--- src/rtl/isi_window_reader_pkg.sv ---
`default_nettype none
// ============================================================================
// Module      : isi_reader_pkg
// Description : Shared types and constants for the ISI window reader.
// Revision    : 1.0 - initial release
// ============================================================================
package isi_reader_pkg;

  localparam int ISI_COORD_WIDTH = 16;
  localparam int ISI_DECIM_W     = 2;

  typedef enum logic [0:0] {
    SEEK  = 1'b0,
    FRAME = 1'b1
  } state_e;

  // Window configuration held in shadow registers for the duration of a frame
  typedef struct packed {
    logic [ISI_COORD_WIDTH-1:0] col_start;
    logic [ISI_COORD_WIDTH-1:0] row_start;
    logic [ISI_COORD_WIDTH-1:0] width;
    logic [ISI_COORD_WIDTH-1:0] height;
    logic [ISI_DECIM_W-1:0]     decim;
  } window_cfg_t;

endpackage
`default_nettype wire

--- src/rtl/isi_window_reader_if.sv ---
`default_nettype none
// ============================================================================
// Module      : isi_window_reader_if
// Description : Output pixel stream of the ISI window reader (no backpressure).
// Revision    : 1.0 - initial release
// ============================================================================
interface isi_window_reader_if #(
  parameter int PIX_WIDTH   = 8,
  parameter int COORD_WIDTH = 16
);
  logic                   pix_valid_o;
  logic [PIX_WIDTH-1:0]   pix_o;
  logic [COORD_WIDTH-1:0] row_o;
  logic [COORD_WIDTH-1:0] col_o;
  logic                   sof_o;
  logic                   eol_o;
  logic                   eof_o;

  modport master (output pix_valid_o, pix_o, row_o, col_o, sof_o, eol_o, eof_o);
  modport slave  (input  pix_valid_o, pix_o, row_o, col_o, sof_o, eol_o, eof_o);
endinterface
`default_nettype wire

--- src/rtl/isi_window_reader_sync_edge.sv ---
`default_nettype none
// ============================================================================
// Module      : isi_sync_edge
// Description : Input register plus delay register; level and rise/fall
//               strobes derived from the pair.
// Revision    : 1.0 - initial release
// ============================================================================
module isi_sync_edge #(
  parameter int WIDTH = 2
) (
  input  logic             pixclk_i,
  input  logic             reset_n_i,
  input  logic [WIDTH-1:0] sig_i,
  output logic [WIDTH-1:0] level_o,
  output logic [WIDTH-1:0] rise_o,
  output logic [WIDTH-1:0] fall_o
);
  logic [WIDTH-1:0] s1_q;
  logic [WIDTH-1:0] s2_q;

  // Sample pins once, then keep a one-cycle-old copy for edge detection
  always_ff @(posedge pixclk_i or negedge reset_n_i) begin
    if (!reset_n_i) begin
      s1_q <= '0;
      s2_q <= '0;
    end else begin
      s1_q <= sig_i;
      s2_q <= s1_q;
    end
  end

  assign level_o = s1_q;
  assign rise_o  = s1_q & ~s2_q;
  assign fall_o  = ~s1_q & s2_q;
endmodule
`default_nettype wire

--- src/rtl/isi_window_reader.sv ---
`default_nettype none
// ============================================================================
// Module      : isi_window_reader
// Description : ISI camera front end - row/col tracking, crop window with
//               power-of-two decimation, frame markers, frame counter and
//               line-length / truncation error pulses.
// Revision    : 1.0 - initial release
// ============================================================================
module isi_window_reader
  import isi_reader_pkg::*;
#(
  parameter int PIX_WIDTH      = 8,
  parameter int COORD_WIDTH    = ISI_COORD_WIDTH,
  parameter int MAX_DECIM_LOG2 = 2,
  localparam int DECIM_WIDTH   = $clog2(MAX_DECIM_LOG2 + 1)
) (
  input  logic                   pixclk_i,
  input  logic                   reset_n_i,
  input  logic [PIX_WIDTH-1:0]   pixel_data_i,
  input  logic                   hsync_i,
  input  logic                   vsync_i,
  input  logic [COORD_WIDTH-1:0] cfg_col_start_i,
  input  logic [COORD_WIDTH-1:0] cfg_row_start_i,
  input  logic [COORD_WIDTH-1:0] cfg_width_i,
  input  logic [COORD_WIDTH-1:0] cfg_height_i,
  input  logic [DECIM_WIDTH-1:0] cfg_decim_i,
  isi_window_reader_if.master    pix_if,
  output logic [15:0]            frame_cnt_o,
  output logic                   line_err_o,
  output logic                   trunc_err_o,
  output logic                   async_fifo_rst_o
);
  // bit 0 = hsync, bit 1 = vsync
  logic [1:0] sync_level, sync_rise, sync_fall;
  logic       unused_rise;
  logic       hs_level, hs_fall, vs_fall;

  isi_sync_edge #(.WIDTH(2)) u_sync (
    .pixclk_i  (pixclk_i),
    .reset_n_i (reset_n_i),
    .sig_i     ({vsync_i, hsync_i}),
    .level_o   (sync_level),
    .rise_o    (sync_rise),
    .fall_o    (sync_fall)
  );

  assign unused_rise = ^sync_rise;
  assign hs_level    = sync_level[0];
  assign hs_fall     = sync_fall[0];
  assign vs_fall     = sync_fall[1];

  state_e                 state_q;
  window_cfg_t            cfg_q, cfg_d;
  logic [PIX_WIDTH-1:0]   data_q;
  logic [COORD_WIDTH-1:0] row_q, col_q, ref_len_q;
  logic                   sof_done_q, eof_done_q;
  logic                   pix_valid_q, sof_q, eol_q, eof_q;
  logic [PIX_WIDTH-1:0]   pix_q;
  logic [COORD_WIDTH-1:0] row_out_q, col_out_q;
  logic                   line_err_q, trunc_err_q, fifo_rst_q;
  logic [15:0]            frame_cnt_q;

  logic [DECIM_WIDTH-1:0] decim_in, decim;
  logic [COORD_WIDTH-1:0] col_start, row_start, width, height;
  logic [COORD_WIDTH-1:0] step, mask, row_off, col_off;
  logic                   row_in, col_in, aligned, emit, is_eol, is_eof;

  // Oversized decimation requests saturate at the largest supported shift
  assign decim_in = (cfg_decim_i > DECIM_WIDTH'(MAX_DECIM_LOG2)) ?
                    DECIM_WIDTH'(MAX_DECIM_LOG2) : cfg_decim_i;
  assign cfg_d    = '{col_start: ISI_COORD_WIDTH'(cfg_col_start_i),
                      row_start: ISI_COORD_WIDTH'(cfg_row_start_i),
                      width:     ISI_COORD_WIDTH'(cfg_width_i),
                      height:    ISI_COORD_WIDTH'(cfg_height_i),
                      decim:     ISI_DECIM_W'(decim_in)};

  assign col_start = COORD_WIDTH'(cfg_q.col_start);
  assign row_start = COORD_WIDTH'(cfg_q.row_start);
  assign width     = COORD_WIDTH'(cfg_q.width);
  assign height    = COORD_WIDTH'(cfg_q.height);
  assign decim     = DECIM_WIDTH'(cfg_q.decim);

  // Window membership; end bounds use one extra bit so start+size never wraps
  always_comb begin
    step    = COORD_WIDTH'(1) << decim;
    mask    = step - COORD_WIDTH'(1);
    row_off = row_q - row_start;
    col_off = col_q - col_start;
    row_in  = ({1'b0, row_q} >= {1'b0, row_start}) &&
              ({1'b0, row_q} <  ({1'b0, row_start} + {1'b0, height}));
    col_in  = ({1'b0, col_q} >= {1'b0, col_start}) &&
              ({1'b0, col_q} <  ({1'b0, col_start} + {1'b0, width}));
    aligned = ((row_off & mask) == '0) && ((col_off & mask) == '0);
    emit    = (state_q == FRAME) && hs_level && !vs_fall && row_in && col_in && aligned;
    is_eol  = (col_off == (width - step));
    is_eof  = is_eol && (row_off == (height - step));
  end

  // Pixel data shares the sampling stage of the sync inputs
  always_ff @(posedge pixclk_i or negedge reset_n_i) begin
    if (!reset_n_i) data_q <= '0;
    else            data_q <= pixel_data_i;
  end

  // Frame FSM, position counters, line checking and registered outputs
  always_ff @(posedge pixclk_i or negedge reset_n_i) begin
    if (!reset_n_i) begin
      state_q     <= SEEK;
      cfg_q       <= '0;
      row_q       <= '0;
      col_q       <= '0;
      ref_len_q   <= '0;
      sof_done_q  <= 1'b0;
      eof_done_q  <= 1'b0;
      pix_valid_q <= 1'b0;
      pix_q       <= '0;
      row_out_q   <= '0;
      col_out_q   <= '0;
      sof_q       <= 1'b0;
      eol_q       <= 1'b0;
      eof_q       <= 1'b0;
      line_err_q  <= 1'b0;
      trunc_err_q <= 1'b0;
      fifo_rst_q  <= 1'b1;
      frame_cnt_q <= '0;
    end else begin
      pix_valid_q <= 1'b0;
      sof_q       <= 1'b0;
      eol_q       <= 1'b0;
      eof_q       <= 1'b0;
      line_err_q  <= 1'b0;
      trunc_err_q <= 1'b0;
      frame_cnt_q <= frame_cnt_q + 16'(eof_q);
      if (vs_fall) begin
        // A frame that started output but never reached its last pixel is cut short
        trunc_err_q <= (state_q == FRAME) && sof_done_q && !eof_done_q;
        state_q     <= FRAME;
        fifo_rst_q  <= 1'b0;
        cfg_q       <= cfg_d;
        row_q       <= '0;
        col_q       <= '0;
        ref_len_q   <= '0;
        sof_done_q  <= 1'b0;
        eof_done_q  <= 1'b0;
      end else if (state_q == FRAME) begin
        if (hs_level) begin
          col_q <= col_q + COORD_WIDTH'(1);
        end else if (hs_fall) begin
          row_q <= row_q + COORD_WIDTH'(1);
          col_q <= '0;
          // Lines are never empty, so a zero reference means "not yet captured"
          if (ref_len_q == '0) ref_len_q  <= col_q;
          else                 line_err_q <= (col_q != ref_len_q);
        end
        if (emit) begin
          pix_valid_q <= 1'b1;
          pix_q       <= data_q;
          row_out_q   <= row_off >> decim;
          col_out_q   <= col_off >> decim;
          sof_q       <= !sof_done_q;
          sof_done_q  <= 1'b1;
          eol_q       <= is_eol;
          eof_q       <= is_eof;
          if (is_eof) eof_done_q <= 1'b1;
        end
      end
    end
  end

  assign pix_if.pix_valid_o = pix_valid_q;
  assign pix_if.pix_o       = pix_q;
  assign pix_if.row_o       = row_out_q;
  assign pix_if.col_o       = col_out_q;
  assign pix_if.sof_o       = sof_q;
  assign pix_if.eol_o       = eol_q;
  assign pix_if.eof_o       = eof_q;
  assign frame_cnt_o        = frame_cnt_q;
  assign line_err_o         = line_err_q;
  assign trunc_err_o        = trunc_err_q;
  assign async_fifo_rst_o   = fifo_rst_q;
endmodule
`default_nettype wire

--- src/flat_wrapper.sv ---
// flat-port wrapper written by rule: the top's interface ports become plain ports
module isi_window_reader_flat import isi_reader_pkg::*;
#(
  parameter int PIX_WIDTH      = 8,
  parameter int COORD_WIDTH    = ISI_COORD_WIDTH,
  parameter int MAX_DECIM_LOG2 = 2,
  localparam int DECIM_WIDTH   = $clog2(MAX_DECIM_LOG2 + 1)
)
  (pixclk_i, reset_n_i, pixel_data_i, hsync_i, vsync_i, cfg_col_start_i, cfg_row_start_i, cfg_width_i, cfg_height_i, cfg_decim_i, frame_cnt_o, line_err_o, trunc_err_o, async_fifo_rst_o, pix_if_pix_valid_o, pix_if_pix_o, pix_if_row_o, pix_if_col_o, pix_if_sof_o, pix_if_eol_o, pix_if_eof_o);
  isi_window_reader_if #(.PIX_WIDTH(PIX_WIDTH), .COORD_WIDTH(COORD_WIDTH)) pix_if_i ();
  input  logic pixclk_i;
  input  logic reset_n_i;
  input  logic [PIX_WIDTH-1:0] pixel_data_i;
  input  logic hsync_i;
  input  logic vsync_i;
  input  logic [COORD_WIDTH-1:0] cfg_col_start_i;
  input  logic [COORD_WIDTH-1:0] cfg_row_start_i;
  input  logic [COORD_WIDTH-1:0] cfg_width_i;
  input  logic [COORD_WIDTH-1:0] cfg_height_i;
  input  logic [DECIM_WIDTH-1:0] cfg_decim_i;
  output logic [15:0] frame_cnt_o;
  output logic line_err_o;
  output logic trunc_err_o;
  output logic async_fifo_rst_o;
  output wire logic [$bits(pix_if_i.pix_valid_o)-1:0] pix_if_pix_valid_o;
  output wire logic [$bits(pix_if_i.pix_o)-1:0] pix_if_pix_o;
  output wire logic [$bits(pix_if_i.row_o)-1:0] pix_if_row_o;
  output wire logic [$bits(pix_if_i.col_o)-1:0] pix_if_col_o;
  output wire logic [$bits(pix_if_i.sof_o)-1:0] pix_if_sof_o;
  output wire logic [$bits(pix_if_i.eol_o)-1:0] pix_if_eol_o;
  output wire logic [$bits(pix_if_i.eof_o)-1:0] pix_if_eof_o;
  assign pix_if_pix_valid_o = pix_if_i.pix_valid_o;
  assign pix_if_pix_o = pix_if_i.pix_o;
  assign pix_if_row_o = pix_if_i.row_o;
  assign pix_if_col_o = pix_if_i.col_o;
  assign pix_if_sof_o = pix_if_i.sof_o;
  assign pix_if_eol_o = pix_if_i.eol_o;
  assign pix_if_eof_o = pix_if_i.eof_o;
  isi_window_reader #(.PIX_WIDTH(PIX_WIDTH), .COORD_WIDTH(COORD_WIDTH), .MAX_DECIM_LOG2(MAX_DECIM_LOG2)) u_core (.pixclk_i(pixclk_i), .reset_n_i(reset_n_i), .pixel_data_i(pixel_data_i), .hsync_i(hsync_i), .vsync_i(vsync_i), .cfg_col_start_i(cfg_col_start_i), .cfg_row_start_i(cfg_row_start_i), .cfg_width_i(cfg_width_i), .cfg_height_i(cfg_height_i), .cfg_decim_i(cfg_decim_i), .pix_if(pix_if_i), .frame_cnt_o(frame_cnt_o), .line_err_o(line_err_o), .trunc_err_o(trunc_err_o), .async_fifo_rst_o(async_fifo_rst_o));
endmodule
--- config.mk ---
export PLATFORM = sky130hd
export DESIGN_NAME = isi_window_reader_flat
export DESIGN_NICKNAME = d
export VERILOG_FILES = /design/src/rtl/isi_window_reader_pkg.sv /design/src/rtl/isi_window_reader_if.sv /design/src/rtl/isi_window_reader_sync_edge.sv /design/src/rtl/isi_window_reader.sv /design/src/flat_wrapper.sv
export SDC_FILE = /design/constraint.sdc
export NUM_CORES = 1
export LEC_CHECK = 0
export CAP_MARGIN = 10
export CORE_UTILIZATION = 30
export CTS_BUF_LIST = sky130_fd_sc_hd__clkbuf_16
export CTS_CLUSTER_SIZE = 20
export DETAILED_ROUTE_END_ITERATION = 6
export PLACE_DENSITY = 0.53
export SETUP_SLACK_MARGIN = 0.4
export SYNTH_ARGS = -nofsm -noshare
export SYNTH_HDL_FRONTEND = slang
export SYNTH_SLANG_ARGS = --single-unit
--- constraint.sdc ---
create_clock -name pixclk_i -period 8.7 [get_ports pixclk_i]
set_input_delay 0.87 -clock pixclk_i [delete_from_list [all_inputs] [get_ports pixclk_i]]
set_output_delay 0.87 -clock pixclk_i [all_outputs]
set_load 0.01 [all_outputs]
* After elaboration in Yosys (flattened, before gate mapping)
Cells that the tools add are included.
** Storage, ports and cells
- Bits in registers :: 192
- Bits in latches :: 0
- RAM bits :: 0
- Bits in read-only memories :: 0
- Bits of input ports :: 78
- Output and inout port bits :: 63
- Logic and storage cells :: 120
- Memories kept :: 0
** Cells by class
- $add $sub $neg :: 10
- Multipliers :: 0
- Div/mod/pow operators :: 0
- $lt $le $gt $ge :: 5
- Equality and inequality tests :: 4
- Shift operators :: 3
- Multiplexer cells :: 39
- Bitwise gates (word level) :: 5
- Reductions and logical operators :: 29
** Operators with widths (number)
- $mux W16 :: 13
- $sub A16 B16 Y16 :: 4
- $logic_not A16 Y1 :: 3
- $add A16 B16 Y17 :: 2
- $lt A16 B17 Y1 :: 2
- $add A16 B1 Y16 const B :: 2
- $and A16 B16 Y16 :: 2
- $eq A16 B16 Y1 :: 2
- $ge A16 B16 Y1 :: 2
- $shr A16 B2 Y16 :: 2
- $mux W1 :: 25
- $add A16 B1 Y16 :: 1
- $ne A16 B16 Y1 :: 1
- $shl A1 B2 Y16 const A :: 1
- $sub A16 B1 Y16 const B :: 1
- $logic_and A1 B1 Y1 :: 11
- $reduce_bool A2 Y1 :: 5
- $reduce_and A3 Y1 :: 3
- $reduce_and A2 Y1 :: 2
- $reduce_and A4 Y1 :: 1
- $logic_not A1 Y1 :: 3
- $reduce_bool A3 Y1 :: 1
- $and A2 B2 Y2 :: 1
- $gt A2 B2 Y1 const B :: 1
- 4 further kinds :: 4

* Depth between registers and ports, before layout
Gate-level depths: netlist (run 1).
- Depth after elaboration :: 10
- Depth in mapped cells :: 21
- Mapped depth without buffers :: 20

* Hierarchy
From an unflattened synthesis (run 1), not the netlist that was laid out.
** Second synthesis, totals
- Cell total of the unflattened synthesis :: 1430
- Area total of the unflattened synthesis :: 13183.9 µm²
** Modules (own cells, without submodules)
- isi_window_reader :: times used 1, cells an instance 1422, area each 13048.8 µm², seq. area each 4705.8 µm²
- isi_sync_edge :: times used 1, cells an instance 8, area each 135.1 µm², seq. area each 100.1 µm²

* Least setup slack after synthesis (run 1)
Ideal clock, no wire load.
- Path kind :: reg-to-reg
- From :: register u_core.cfg_q, in the netlist u_core.width[1]
- To :: register u_core.col_out_q[10], in the netlist u_core.pix_if.col_o[10]
- Library setup time :: 0.125 ns
- Arrival :: 4.817 ns
- Required time :: 8.575 ns
- Slack :: 3.759 ns
- Cell stages (with the launch flop) :: 18
- Buffers on the path :: 1
- Clock period less this slack :: 4.941 ns
- Path through :: dfrtp_1 -> ha_1 -> a21o_1 -> a21oi_1 -> o21bai_1 -> a21o_1 -> a21oi_1 -> o21ai_0 -> or4b_2 -> a2111oi_0 -> nor3_1 -> ha_1 -> or4_1 -> a221oi_1 -> o311ai_0 -> a311oi_4 -> buf_2 -> mux2_2
** Between the ends
- Cells in the longest elaborated chain, start to end :: 6
** Ends and longest elaborated chain
- start: declaration :: line isi_window_reader.sv:53 : window_cfg_t cfg_q, cfg_d;
- start signal: assignment :: line isi_window_reader.sv:139 : cfg_q <= cfg_d;
- $add A16 B16 Y17 :: line isi_window_reader.sv:92 : ({1'b0, col_q} < ({1'b0, col_start} + {1'b0, width}));
- $lt A16 B17 Y1 :: line isi_window_reader.sv:92
- $logic_and A1 B1 Y1 :: line isi_window_reader.sv:91 : col_in = ({1'b0, col_q} >= {1'b0, col_start}) &&
- $logic_and A1 B1 Y1 (2 in a row) :: line isi_window_reader.sv:94 : emit = (state_q == FRAME) && hs_level && !vs_fall && row_in && col_in && aligned;
- $reduce_and A3 Y1 (no source line)
- end signal: assignment :: line isi_window_reader.sv:159 : col_out_q <= col_off >> decim;
- end: declaration :: line isi_window_reader.sv:59 : logic [COORD_WIDTH-1:0] row_out_q, col_out_q;
Every way passes these cells.
A chain may end at the register's enable or synchronous reset.

* Worst setup path after layout (run 1)
- From :: register u_core.cfg_q, in the netlist u_core.width[1]
- To :: register u_core.row_out_q[14], in the netlist u_core.pix_if.row_o[14]
** Between the ends
- Cells in the longest elaborated chain, start to end :: 6
** Ends and longest elaborated chain
- $add A16 B16 Y17 :: line isi_window_reader.sv:92
- $lt A16 B17 Y1 :: line isi_window_reader.sv:92
- $logic_and A1 B1 Y1 :: line isi_window_reader.sv:91
- $logic_and A1 B1 Y1 (2 in a row) :: line isi_window_reader.sv:94
- $reduce_and A3 Y1 (no source line)
- end signal: assignment :: line isi_window_reader.sv:158 : row_out_q <= row_off >> decim;
- end: declaration :: line isi_window_reader.sv:59
Every way passes these cells.

==> results_dict.tcl, run 1 <==
set metrics [dict create \
    clockBufferDepth 2 \
    path_delay_family "compound AO/OA/AOI/OAI gates" \
    placementRows 75 \
    powerDensity_nw_per_um2 178.9 \
    maxSlewHeadroom_pct 27.97 \
    num_io_pins 141 \
    ys_top_cells_by_count "nand2_1, dfrtp_1, nor2_1, ha_1, xnor2_1" \
    path_cells "ha_1 > a21o_1 > a21oi_1 > o21bai_1 > a21o_1 > a21oi_1 > o21ai_0 > or4b_2 > a2111oi_0 > nor3_1 > ha_1 > or4_1 > a221oi_1 > o311ai_0 > a311oi_4 > buf_4 > inv_1 > o31ai_1" \
    yosysTopAreaCell "dfrtp_1" \
    pre_cts_ws_ps 2315 \
    grt_usage_pct 17.40 \
    synth-seq-area-share_pct 37.06 \
    grt_pass1_wl_um 59000 \
    fmax_mhz 158.5 \
    core-area_um2 42320 \
    cts.repair.resized 0 \
    critical_path_class "flop to flop" \
    fin_nets 1752 \
    synth_edf_count 0 \
    first_global_vias 10510 \
    postCtsHoldBufs 0 \
    ir_drop_v 0.0001653 \
    rsz0062_at_grt "false" \
    critPathRequiredTime_ps 9070 \
    hp-class "input port to async pin" \
    ys_ff_latch 192 \
    drtIter0Drc 689 \
    syn_area_um2 12970 \
    synth-main-ff-cell "dfrtp_1" \
    grt-ovfl-total 0 \
    finClkSkew_ps 14.22 \
    period_needed_ps 6310 \
    finalWorstSetupSlack_ps 2390 \
    drv_cap 0 \
    grt_max_degree 83 \
    start_util_pct 30.64 \
    slowest_stage "a311oi_4" \
    power.leakage_nw 7.107 \
    yosys_warnings 0 \
    numCtsBuffers 17 \
    dp.final_hpwl_um 29140 \
    rrSetupSlack_ps 2390 \
    drive_gt1_share_pct 6.163 \
    hold_viol 0 \
    ys_async_sr_fraction_pct 100.0 \
    via_per_inst 4.988 \
    fillers 4276 \
    cts_max_level 4 \
    syn_to_final_growth_pct 20.23 \
    wirelength_um 37300 \
    setup_viol 0 \
    critPathLaunchType "flop" \
    avgRoutedWirePerCell_um 17.33 \
    ant_nets 0 \
    cp_data_arrival_time_ps 6680 \
    clock_latency_ps 470 \
    finalCritPeriodShare_pct 72.53 \
    place_congestion 0.8720 \
    clkSinkCount 192 \
    yosysTopAreaCellShare_pct 36.85 \
    cp_max_fo 25 \
    first_pass_iters 7 \
    drc 0 \
    die_h_um 209.9 \
    tightest_slew_ps 1080 \
    io_buffers 140 \
    final_max_slew_viol_count 0 \
    synth.distinct_cells 70 \
    status "completed" \
    cts_tree "built" \
    synthCells 1435 \
    clkTransAtPathRegs_ps 80 \
    fin_setup_tns_ps 0 \
    cts_setup_buffers 0 \
    syn_nets 1626 \
    cts-root-buf "clkbuf_16" \
    synth_area_per_cell_um2 9.037 \
    antenna_found_initial 2 \
    die_x_um 209.9 \
    dieArea_um2 44060 \
    cp_slowest_stage_delay_ps 990 \
    critPathCaptureType "flop" \
    multi_input_area_um2 7761 \
    worst-path-buf-inv 2 \
    synth.area.top_cells "dfrtp_1, ha_1, xnor2_1" \
    regArea_um2 4806 \
    yosysMostFrequentCell "nand2_1" \
    vias 10740 \
]
placed cells by master, fill, tap and decap left out, drive strengths merged, types with 8 or more instances in the layout:
cell and instances:
o21ai 81, nor3 22, clkdlybuf4s50 139, buf 8, nand2 202, nor4 14, o21a 10, a211oi 8
mux2 36, nor2 126, mux2i 31, xor2 46, and3 16, a21o 19, nand4 26, nand2b 20
o21bai 8, or3 13, dfrtp 191, xnor2 107, o211ai 14, a21oi 91, ha 107, clkbuf 18
nor2b 16, nand3 29, inv 74
registers in the layout, summed over array words and instances (netlist names), 2 cells and up:
signal / count
u_core.width: 16
u_core.u_sync.s2_q: 2
u_core.pix_if.col_o: 16
u_core.frame_cnt_o: 16
u_core.col_start: 16
u_core.pix_if.pix_o: 8
u_core.row_start: 16
u_core.col_q: 16
u_core.data_q: 8
u_core.ref_len_q: 16
u_core.row_q: 16
u_core.pix_if.row_o: 16
u_core.u_sync.level_o: 2
u_core.decim: 2
u_core.height: 16
through the flow:
step           total power [mW]  cell area, um^2  utilization, %  instances  hold slack (ps)
2_1_floorplan             1.721            12970               -       1435            366.4
3_3_place_gp              1.999            15010           35.46       2119            428.1
3_5_place_dp              2.006            15010           35.46       2119            435.6
4_1_cts                   2.825            15590           36.84       2151            414.7
5_1_grt                   2.982            15590           36.84       2151            437.4
6_report                  2.790            15590           36.84       2152            413.3
worst register-to-register path, delay by kind of cell, from the launching register on:
| family | cells | cell delay, ps |
|---|---|---|
| AOI/OAI and AO/OA | 11 | 3320 |
| and+or+nand+nor | 3 | 1280 |
| buffers and inverters | 2 | 650 |
| adders and majority gates | 2 | 530 |
| DFF | 1 | 460 |
cell families (layout without fill, tap and decap cells):
logic type,after synthesis,in the layout,share of synthesized area [%]
buffers and inverters,108,247,3.174
flip-flops,192,192,37.06
other,0,1,0
AO/OA/AOI/OAI,285,285,13.85
adder cells (fa/ha/maj),113,113,11.25
XOR/XNOR,153,153,10.33
multiplexers,69,69,5.866
AND/OR/NAND/NOR,515,515,18.47
routing by layer:
metal  vias up  track usage, %  part of all wire (%)
li1       5291               -                     -
met1      5189           24.31                    50
met2       223           27.19                    44
met3        30           3.501                   4.2
met4         2           4.782                   1.8
met5         -               0                 0.035
power by group:
part	leakage, nW	switching [mW]	internal (mW)
logic	4.28	0.563	0.417
clock network	0.296	0.369	0.427
registers	2.53	0.0721	0.942
total	7.11	1.00	1.79
final timing paths:
check,start,endpoint,depth (start not counted)
max,u_core.width[1]$_DFFE_PN0P_,u_core.pix_if.row_o[14]$_DFFE_PN0P_,18
min,reset_n_i,u_core.width[5]$_DFFE_PN0P_,1
max reg2reg,u_core.width[1]$_DFFE_PN0P_,u_core.pix_if.row_o[14]$_DFFE_PN0P_,18
min reg2reg,u_core.eof_done_q$_DFFE_PN0P_,u_core.trunc_err_o$_DFF_PN0_,1
max in group asynchronous,reset_n_i,u_core.row_q[13]$_DFFE_PN0P_,2
min in group pixclk_i,u_core.eof_done_q$_DFFE_PN0P_,u_core.trunc_err_o$_DFF_PN0_,1
final cells by class:
| type | count | share of cell area (%) |
|---|---|---|
| multi-input combinational | 1135 | 49.78 |
| clock inverter | 15 | 1.019 |
| inverter | 67 | 1.613 |
| antenna | 1 | 0.01605 |
| timing repair buffer | 148 | 9.397 |
| sequential | 192 | 30.82 |
| clock buffer | 17 | 2.728 |
| tap | 577 | 4.630 |
No activity file was read; power rests on OpenSTA's default activity.
==> run 2: changes to the inputs <==
--- a/config.mk
+++ b/config.mk
@@ -10,7 +10,7 @@
 export CTS_BUF_LIST = sky130_fd_sc_hd__clkbuf_16
 export CTS_CLUSTER_SIZE = 20
 export DETAILED_ROUTE_END_ITERATION = 6
-export PLACE_DENSITY = 0.53
+export PLACE_DENSITY = 0.54
 export SETUP_SLACK_MARGIN = 0.4
 export SYNTH_ARGS = -nofsm -noshare
 export SYNTH_HDL_FRONTEND = slang
==> constraint.sdc (replaced) <==
create_clock -name pixclk_i -period 5.7 [get_ports pixclk_i]
set_input_delay 0.57 -clock pixclk_i [delete_from_list [all_inputs] [get_ports pixclk_i]]
set_output_delay 0.57 -clock pixclk_i [all_outputs]
set_load 0.01 [all_outputs]
==> run 2 against run 1 <==
Against the previous run:
- first-iteration DRC count is 3.5% lower
- critical endpoint is now u_core.pix_if.col_o[9]$_DFFE_PN0P_
- critical path type unchanged
- clock power is 52% higher
- routed wire length is 0.74% higher
==> results_dict.tcl, run 2 (same netlist as run 1, synthesis figures left out) <==
set metrics [dict create \
    status "completed" \
    cts_max_level 4 \
    cp_slowest_stage_delay_ps 490 \
    powerDensity_nw_per_um2 272.7 \
    postCtsHoldBufs 0 \
    cts-root-buf "clkbuf_16" \
    whs_ps 123.6 \
    setup_viol 0 \
    first_global_vias 10750 \
    drive_gt1_share_pct 6.722 \
    io_buffers 140 \
    drc 0 \
    numCtsBuffers 17 \
    hold_viol 0 \
    vias 10720 \
    grt-ovfl-total 0 \
    final_max_slew_viol_count 0 \
    critPathLaunchType "flop" \
    place_congestion 0.8711 \
    dp.final_hpwl_um 28870 \
    layout_common_cells "nand2_1, dfrtp_1, clkdlybuf4s50_1" \
    critPathCaptureType "flop" \
    cts_tree "built" \
    fillers 4249 \
    first_pass_iters 5 \
    ir_drop_v 0.0002223 \
    core-area_um2 42320 \
    finalCritPeriodShare_pct 86.98 \
    grt_pass1_wl_um 59430 \
    tightest_slew_ps 1030 \
    die_h_um 209.9 \
    slowest_stage "or4_1" \
    fmax_mhz 201.7 \
    via_per_inst 4.977 \
    finClkSkew_ps 14.12 \
    critical_path_class "flop to flop" \
    final_common_cell "nand2_1" \
    grt_usage_pct 17.29 \
    antenna_found_initial 0 \
    diodes 0 \
    hp-class "input port to async pin" \
    rsz0062_at_grt "false" \
    num_io_pins 141 \
    avgRoutedWirePerCell_um 17.44 \
    power.leakage_nw 7.129 \
    dieArea_um2 44060 \
    start_util_pct 30.64 \
    fin_setup_tns_ps 0 \
    fin_cells 2154 \
    grt_max_degree 111 \
    clkTransAtPathRegs_ps 80 \
    die_x_um 209.9 \
    placementRows 75 \
    path_cells "ha_1 > fa_1 > a21oi_1 > o211ai_1 > a31oi_1 > nor2b_1 > o21a_1 > nor2_1 > o21ai_0 > a21oi_1 > xor2_1 > ha_1 > or4_1 > a221oi_2 > o311ai_2 > a311oi_4 > buf_6 > buf_16 > mux2_2" \
    drv_cap 0 \
    wirelength_um 37580 \
    multi_input_area_um2 7805 \
    ant_nets 0 \
    clockBufferDepth 2 \
    syn_to_final_growth_pct 21.08 \
    drtIter0Drc 665 \
    period_needed_ps 4958 \
    clkSinkCount 192 \
    clock_latency_ps 460 \
    maxSlewHeadroom_pct 31.10 \
    cp_max_fo 22 \
    regArea_um2 4806 \
    fin_nets 1755 \
    critPathRequiredTime_ps 6050 \
    cp_data_arrival_time_ps 5310 \
    placed_cells 2120 \
]
run 2: area by class of cell:
| type | count | share of cell area, % |
|---|---|---|
| Multi-Input combinational cell | 1135 | 49.71 |
| Sequential cell | 192 | 30.61 |
| Timing Repair Buffer | 151 | 9.785 |
| Tap cell | 577 | 4.598 |
| Clock buffer | 17 | 2.709 |
| Inverter | 67 | 1.602 |
| Clock inverter | 15 | 0.9960 |
run 2: through the flow:
step | area (um^2) | setup WS [ps] | utilization, % | power (mW)
2_1_floorplan | 12970 | 758.7 | - | 2.626
3_3_place_gp | 15040 | 324.7 | 35.53 | 3.053
3_5_place_dp | 15040 | 233.9 | 35.53 | 3.073
4_1_cts | 15670 | 440.5 | 37.02 | 4.312
5_1_grt | 15700 | 424.5 | 37.10 | 4.560
6_report | 15700 | 742.1 | 37.10 | 4.283
run 2: where the power goes:
part           switching [mW]  leakage [nW]  internal [mW]
clock                   0.595         0.281          0.616
combinational           0.871          4.32          0.648
sequential              0.115          2.53           1.44
total                    1.58          7.13           2.70
run 2: final timing paths:
path | from | end | slack, ps | depth (start not counted)
worst max-delay path | u_core.col_start[0]$_DFFE_PN0P_ | u_core.pix_if.col_o[9]$_DFFE_PN0P_ | 740 | 19
worst min-delay path | reset_n_i | u_core.width[5]$_DFFE_PN0P_ | 120 | 1
worst max register to register | u_core.col_start[0]$_DFFE_PN0P_ | u_core.pix_if.col_o[9]$_DFFE_PN0P_ | 740 | 19
worst min register to register | u_core.u_sync.level_o[1]$_DFF_PN0_ | u_core.u_sync.s2_q[1]$_DFF_PN0_ | 450 | 0
max in group asynchronous | reset_n_i | u_core.row_q[12]$_DFFE_PN0P_ | 4540 | 2
min in group pixclk_i | u_core.u_sync.level_o[1]$_DFF_PN0_ | u_core.u_sync.s2_q[1]$_DFF_PN0_ | 450 | 0
run 2: per-layer routing:
metal  wire, um  track usage [%]  vias up
met3       1255            2.678       32
met1      19040            24.49     5190
met2      16700            27.36      206
met4        586            4.430        0
met5          0                0        -
li1           -                -     5292
run 2: worst max-delay path, delay by kind of cell (launching register included):
kind | cells | cell delay, ps
AO/OA/AOI/OAI | 9 | 2060
XOR/XNOR | 1 | 90
adder cells (fa/ha/maj) | 3 | 830
buffers and inverters | 2 | 330
flip-flops | 1 | 400
multiplexers | 1 | 340
AND/OR/NAND/NOR | 3 | 790
run 2: what timing repair did:
item,CTS,global route
endpoints found under the setup margin,42,43
buffers inserted,1,0
hold endpoints to repair,0,0
pin swaps,0,1
gates cloned,1,0
gates resized for setup,5,7
